==> src/rtl/rsa_modexp_engine.sv <==
// rtl/rsa_modexp_engine.sv - RSA modular exponentiation C = M^E mod P via bit-serial Montgomery multiply (optional RSA_LZ_SKIP_EN)
module rsa_modexp_engine #(
    parameter int WIDTH = 8
) (
    input  logic             clk,
    input  logic             rst,
    input  logic             ena,
    input  logic             start,
    input  logic             abort,
    input  logic [WIDTH-1:0] P,
    input  logic [WIDTH-1:0] E,
    input  logic [WIDTH-1:0] M,
    input  logic [WIDTH-1:0] Const,
    output logic             busy,
    output logic             done,
    output logic [WIDTH-1:0] C
);

    localparam int CW = $clog2(WIDTH + 1);
    localparam int IW = $clog2(WIDTH);
    localparam int SW = WIDTH + 2;

    typedef enum logic [2:0] {
        S_IDLE,
        S_PRE_M,
        S_PRE_X,
        S_SQR,
        S_MUL,
        S_POST
    } state_t;

    state_t           state_q, state_d;
    logic [WIDTH-1:0] p_q, p_d;
    logic [WIDTH-1:0] e_q, e_d;
    logic [WIDTH-1:0] m_q, m_d;
    logic [WIDTH-1:0] k_q, k_d;
    logic [WIDTH-1:0] mbar_q, mbar_d;
    logic [WIDTH-1:0] x_q, x_d;
    logic [WIDTH-1:0] c_q, c_d;
    logic [SW-1:0]    s_q, s_d;
    logic [CW-1:0]    cnt_q, cnt_d;
    logic [IW-1:0]    i_q, i_d;
    logic             busy_q, busy_d;
    logic             done_q, done_d;

    logic [WIDTH-1:0] a_sel;
    logic [WIDTH-1:0] b_sel;
    logic             a_bit;
    logic [SW-1:0]    p_ext;
    logic [SW-1:0]    s_add;
    logic [SW-1:0]    s_odd;
    logic [SW-1:0]    s_step;
    logic [WIDTH-1:0] mm_res;
    logic             mm_last;
    logic             e_bit;
    logic             i_zero;

    // Montgomery operand routing: each state multiplies a fixed pair of values
    always_comb begin
        a_sel = '0;
        b_sel = '0;
        case (state_q)
            S_PRE_M: begin a_sel = m_q;          b_sel = k_q;          end
            S_PRE_X: begin a_sel = WIDTH'(1);    b_sel = k_q;          end
            S_SQR:   begin a_sel = x_q;          b_sel = x_q;          end
            S_MUL:   begin a_sel = x_q;          b_sel = mbar_q;       end
            S_POST:  begin a_sel = x_q;          b_sel = WIDTH'(1);    end
            default: begin a_sel = '0;           b_sel = '0;           end
        endcase
    end

    // One bit-serial Montgomery step plus the final conditional subtraction
    always_comb begin
        a_bit   = |(a_sel & (WIDTH'(1) << cnt_q));
        p_ext   = {2'b00, p_q};
        s_add   = s_q + (a_bit ? {2'b00, b_sel} : '0);
        s_odd   = s_add + (s_add[0] ? p_ext : '0);
        s_step  = s_odd >> 1;
        mm_res  = (s_q >= p_ext) ? WIDTH'(s_q - p_ext) : WIDTH'(s_q);
        mm_last = (cnt_q == CW'(WIDTH));
        e_bit   = |(e_q & (WIDTH'(1) << i_q));
        i_zero  = (i_q == '0);
    end

`ifdef RSA_LZ_SKIP_EN
    logic [IW-1:0] msb_idx;

    // Priority encoder: index of the highest set bit of the latched exponent
    always_comb begin
        msb_idx = '0;
        for (int k = 0; k < WIDTH; k++) begin
            if (e_q[k]) begin
                msb_idx = IW'(k);
            end
        end
    end
`endif

    // Sequencer: operand latch, MM step counting and square-and-multiply walk over E
    always_comb begin
        state_d = state_q;
        p_d     = p_q;
        e_d     = e_q;
        m_d     = m_q;
        k_d     = k_q;
        mbar_d  = mbar_q;
        x_d     = x_q;
        c_d     = c_q;
        s_d     = s_q;
        cnt_d   = cnt_q;
        i_d     = i_q;
        done_d  = 1'b0;

        case (state_q)
            S_IDLE: begin
                if (start && !abort) begin
                    p_d     = P;
                    e_d     = E;
                    m_d     = M;
                    k_d     = Const;
                    i_d     = IW'(WIDTH - 1);
                    cnt_d   = '0;
                    s_d     = '0;
                    state_d = S_PRE_M;
                end
            end
            default: begin
                if (abort) begin
                    // abandon the run; C keeps the last completed result
                    state_d = S_IDLE;
                    cnt_d   = '0;
                    s_d     = '0;
                end else if (!mm_last) begin
                    s_d   = s_step;
                    cnt_d = cnt_q + CW'(1);
                end else begin
                    cnt_d = '0;
                    s_d   = '0;
                    case (state_q)
                        S_PRE_M: begin
                            mbar_d  = mm_res;
                            state_d = S_PRE_X;
                        end
                        S_PRE_X: begin
                            x_d = mm_res;
`ifdef RSA_LZ_SKIP_EN
                            if (e_q == '0) begin
                                state_d = S_POST;
                            end else begin
                                i_d     = msb_idx;
                                state_d = S_SQR;
                            end
`else
                            state_d = S_SQR;
`endif
                        end
                        S_SQR: begin
                            x_d = mm_res;
                            if (e_bit) begin
                                state_d = S_MUL;
                            end else if (i_zero) begin
                                state_d = S_POST;
                            end else begin
                                i_d     = i_q - IW'(1);
                                state_d = S_SQR;
                            end
                        end
                        S_MUL: begin
                            x_d = mm_res;
                            if (i_zero) begin
                                state_d = S_POST;
                            end else begin
                                i_d     = i_q - IW'(1);
                                state_d = S_SQR;
                            end
                        end
                        S_POST: begin
                            c_d     = mm_res;
                            done_d  = 1'b1;
                            state_d = S_IDLE;
                        end
                        default: begin
                            state_d = S_IDLE;
                        end
                    endcase
                end
            end
        endcase

        busy_d = (state_d != S_IDLE);
    end

    // State registers: reset wins over ena, ena low freezes everything
    always_ff @(posedge clk) begin
        if (rst) begin
            state_q <= S_IDLE;
            p_q     <= '0;
            e_q     <= '0;
            m_q     <= '0;
            k_q     <= '0;
            mbar_q  <= '0;
            x_q     <= '0;
            c_q     <= '0;
            s_q     <= '0;
            cnt_q   <= '0;
            i_q     <= '0;
            busy_q  <= 1'b0;
            done_q  <= 1'b0;
        end else if (ena) begin
            state_q <= state_d;
            p_q     <= p_d;
            e_q     <= e_d;
            m_q     <= m_d;
            k_q     <= k_d;
            mbar_q  <= mbar_d;
            x_q     <= x_d;
            c_q     <= c_d;
            s_q     <= s_d;
            cnt_q   <= cnt_d;
            i_q     <= i_d;
            busy_q  <= busy_d;
            done_q  <= done_d;
        end
    end

    assign busy = busy_q;
    assign done = done_q;
    assign C    = c_q;

endmodule

==> config.mk <==
export PLATFORM = sky130hd
export DESIGN_NAME = rsa_modexp_engine
export DESIGN_NICKNAME = d
export VERILOG_FILES = /design/src/rtl/rsa_modexp_engine.sv
export SDC_FILE = /design/constraint.sdc
export NUM_CORES = 1
export LEC_CHECK = 0
export CAP_MARGIN = 15
export CORE_UTILIZATION = 39
export DETAILED_ROUTE_END_ITERATION = 12
export PLACE_DENSITY = 0.56
export SLEW_MARGIN = 5
export SYNTH_ARGS = -nofsm -noshare
export SYNTH_HDL_FRONTEND = slang
export SYNTH_SLANG_ARGS = --single-unit
==> constraint.sdc <==
create_clock -name clk -period 13.1 [get_ports clk]
set_clock_uncertainty 0.15 [all_clocks]
set_input_delay 2.62 -clock clk [delete_from_list [all_inputs] [get_ports clk]]
set_output_delay 2.62 -clock clk [all_outputs]
set_load 0.1 [all_outputs]
==> impl_metrics.py <==
metrics = {
    "setup_path": {
        "r2r_end": "s_q[8]",
        "cp-endpoint": "s_q[8]",
        "worstSetupStartpoint": "cnt_q[0]",
        "regToRegSetupSlack_ps": 7950,
        "cp-end-kind": "flip-flop",
        "ff2ff_path_depth": 23,
        "critPathLaunchType": "flip-flop",
        "arrival_ps": 5200,
        "max_stage_delay_ps": 560,
        "reg2reg_from": "cnt_q[0]",
        "cp_data_required_time_ps": 13150,
        "cp_cell_sequence": "inv_1 > ha_1 > a222oi_1 > a21oi_1 > a221o_1 > a2111oi_0 > a2111o_2 > nor2_1 > ha_1 > a21o_1 > a21oi_1 > o21ba_2 > nor2b_1 > nor2_1 > xnor2_1 > ha_1 > nand3_1 > a21oi_1 > o31ai_1 > a21boi_1 > o21ai_1 > xnor2_1 > o31ai_1",
        "criticalPathCategory": "reg -> reg",
        "slowest_stage": "a2111oi_0",
        "crit_fanout": 8,
    },
    "drt": {
        "drt-pass1-iter-count": 5,
        "drt-total-wl_mm": 12.5,
        "wire_per_inst_um": 16.1,
        "ant_nets": 0,
        "drt_iter0_markers": 238,
        "drc_errors": 0,
        "avgViaCountPerCell": 5.45,
        "vias": 4246,
    },
    "yosys": {
        "synthesis.nets": 673,
        "synth_cells": 599,
        "yosysSeqAreaShare_pct": 32.3,
        "synth.distinct_cells": 61,
        "ys_warn_count": 0,
        "async_flop_share_pct": 0,
        "avgSynthCellArea_um2": 7.96,
        "synth_edf_count": 0,
        "ys_ff_latch": 77,
        "synth_ff_type": "dfxtp_1",
        "syn_area_mm2": 0.00477,
    },
    "global_routing": {
        "grt_pass1_vias": 3939,
        "track_usage_pct": 20.4,
        "grtUsageMet2_pct": 32.3,
        "grt_util_met1_pct": 26.4,
        "grt_max_degree": 79,
        "grt_most_used_layer": "met2",
        "grtUsageMet3_pct": 4.54,
        "grt_first_pass_wirelength_mm": 20.0,
        "antenna_found_initial": 0,
        "grt-ovfl-total": 0,
    },
    "final_layout": {
        "syn_to_final_growth_pct": 17.9,
        "multi_input_area_mm2": 0.00299,
        "fin_nets": 703,
        "drive_above_1_share_pct": 7.28,
        "n_antenna_cell": 0,
        "regArea_mm2": 0.00154,
        "fillers": 1168,
    },
    "place": {
        "place_congestion": 0.890,
        "hpwl_mm": 9.15,
        "io_buffers": 46,
    },
    "timing": {
        "finalHoldViolations": 0,
        "setup_violations": 0,
        "slew_headroom_pct": 24.7,
        "fmax_ghz": 0.194,
        "fin_crit_sh_pct": 39.3,
        "worst_pin_slew_ps": 1120,
        "finalCriticalPeriod_ps": 5150,
        "fin_tns_setup_ps": 0,
        "grt_setup_unrepaired": "false",
        "whs_ps": 306,
        "drv_slew": 0,
    },
    "die": {
        "ios": 47,
        "die_x_um": 113,
        "dieHeight_um": 113,
        "core.rowCount": 40,
        "die_area_mm2": 0.0127,
        "core_area_mm2": 0.0120,
        "initial_core_util_pct": 39.9,
    },
    "power_and_ir_drop": {
        "power_density_mw_per_mm2": 103,
        "p_leak_nw": 2.11,
        "vdd_ir_drop_max_v": 0.0000607,
    },
    "clocking": {
        "clkSlewWorstSetupHoldPaths_ps": 60,
        "tritoncts": "yes",
        "cts.sinks": 77,
        "cts-root-buf": "clkbuf_16",
        "cts_hold_buffers": 0,
        "clockBufferDepth": 2,
        "cts.repair.resized": 0,
        "cts_buffers": 9,
        "clk_latency_ps": 340,
        "h-tree-depth": 3,
        "postCtsSetupRepairBufs": 0,
    },
    "job": {
        "max-cap-violations": 0,
    },
    "hold_path": {
        "hold_path_class": "reg -> reg",
        "min_path_cells": 2,
    },
    "run_status": {
        "status": "complete, no violations",
    },
}
[worst max-delay path: cells and delay by family (launching register included)]
kind                       cells  cell delay [ps]
AOI/OAI and AO/OA             13             2890
xor gates and xnor gates       2              270
adders and majority gates      3              820
buffers and inverters          1              100
DFF                            1              400
and+or+nand+nor                4              350
[state kept, by name, summed over array words and instances (netlist names)]
name / cells
i_q: 3
state_q: 3
e_q: 8
x_q: 8
cnt_q: 4
m_q: 8
p_q: 8
k_q: 8
done: 1
s_q: 9
busy: 1
C: 8
mbar_q: 8
[cell type report]
cell class	count	area share, %
Clock buffer	11	4.50
Clock inverter	3	1.22
Inverter	21	1.40
Multi-Input combinational cell	468	53.3
Sequential cell	77	27.4
Tap cell	147	3.27
Timing Repair Buffer	52	8.90
[layer usage]
| metal | share of wire (%) | up-vias |
|---|---|---|
| met5 | 0 | - |
| met4 | 2.8 | 0 |
| met3 | 4.0 | 22 |
| met2 | 45 | 92 |
| met1 | 49 | 1974 |
| li1 | - | 2158 |
[placed cells by master, fill, tap and decap left out, drive strengths merged, types with 6 or more instances in the layout]
master and count:
xnor2 13, ha 34, a21oi 56, mux2 12, and2 8, nand2 101
nand3 8, dfxtp 77, a22oi 20, clkdlybuf4s50 45, nor2 76, clkbuf 11
inv 22, o21ai 20, nor2b 6, nand2b 7, nor3 13, a211oi 16
mux2i 13, buf 7, xor2 6
[synth_stat cells, types with 5 or more instances]
master	number	area, um^2
clkbuf_1	21	78.8
nor3_1	9	45.0
nand3_1	8	40.0
nand2_1	101	379
dfxtp_1	77	1540
nor2b_1	6	37.5
buf_2	6	30.0
xnor2_1	13	114
inv_1	21	78.8
a21oi_1	56	280
mux2i_1	13	130
ha_1	34	425
o21ai_1	8	40.0
and2_1	8	50.1
o21ai_0	12	60.1
a211oi_1	13	97.6
mux2_2	11	124
a22oi_1	20	150
nor2_1	75	282
nand2b_1	6	37.5
xor2_1	6	52.6
a22o_1	5	43.8
[cells by family after synthesis]
logic type	Yosys count	synth area share [%]
AO/OA/AOI/OAI	152	21.5
adder cells (fa/ha/maj)	37	10.2
multiplexers	25	5.56
XOR/XNOR	19	3.49
AND/OR/NAND/NOR	235	22.1
buffers and inverters	54	4.88
flip-flops	77	32.3
[stage by stage]
stage / total power [mW] / utilization (%) / setup WS (ps) / instance area, um^2 / instances
finish: 0.580 / 47.0 / 7950 / 5620 / 779
global route: 0.601 / 47.0 / 7480 / 5620 / 779
CTS: 0.586 / 47.0 / 7960 / 5620 / 779
detailed placement: 0.310 / 44.3 / 7980 / 5300 / 765
global placement: 0.309 / 44.3 / 8080 / 5300 / 765
floorplan: 0.287 / - / 8700 / 4770 / 599
[worst min path at each step]
| stage | from | endpoint | slack (ps) |
|---|---|---|---|
| final | e_q[4] | e_q[4] | 310 |
| after detailed placement | e_q[4] | e_q[4] | 300 |
| after floorplan | m_q[4] | m_q[4] | 290 |
| after global placement | e_q[2] | e_q[2] | 300 |
| after CTS | e_q[4] | e_q[4] | 310 |
| after global routing | e_q[0] | e_q[0] | 330 |
[power breakdown]
part	internal (mW)	switching (mW)	leakage, nW
clock	0.176	0.0996	0.158
combinational	0.0270	0.0348	1.33
sequential	0.239	0.00394	0.623
total	0.442	0.138	2.11
No activity file was read; power rests on OpenSTA's default activity.
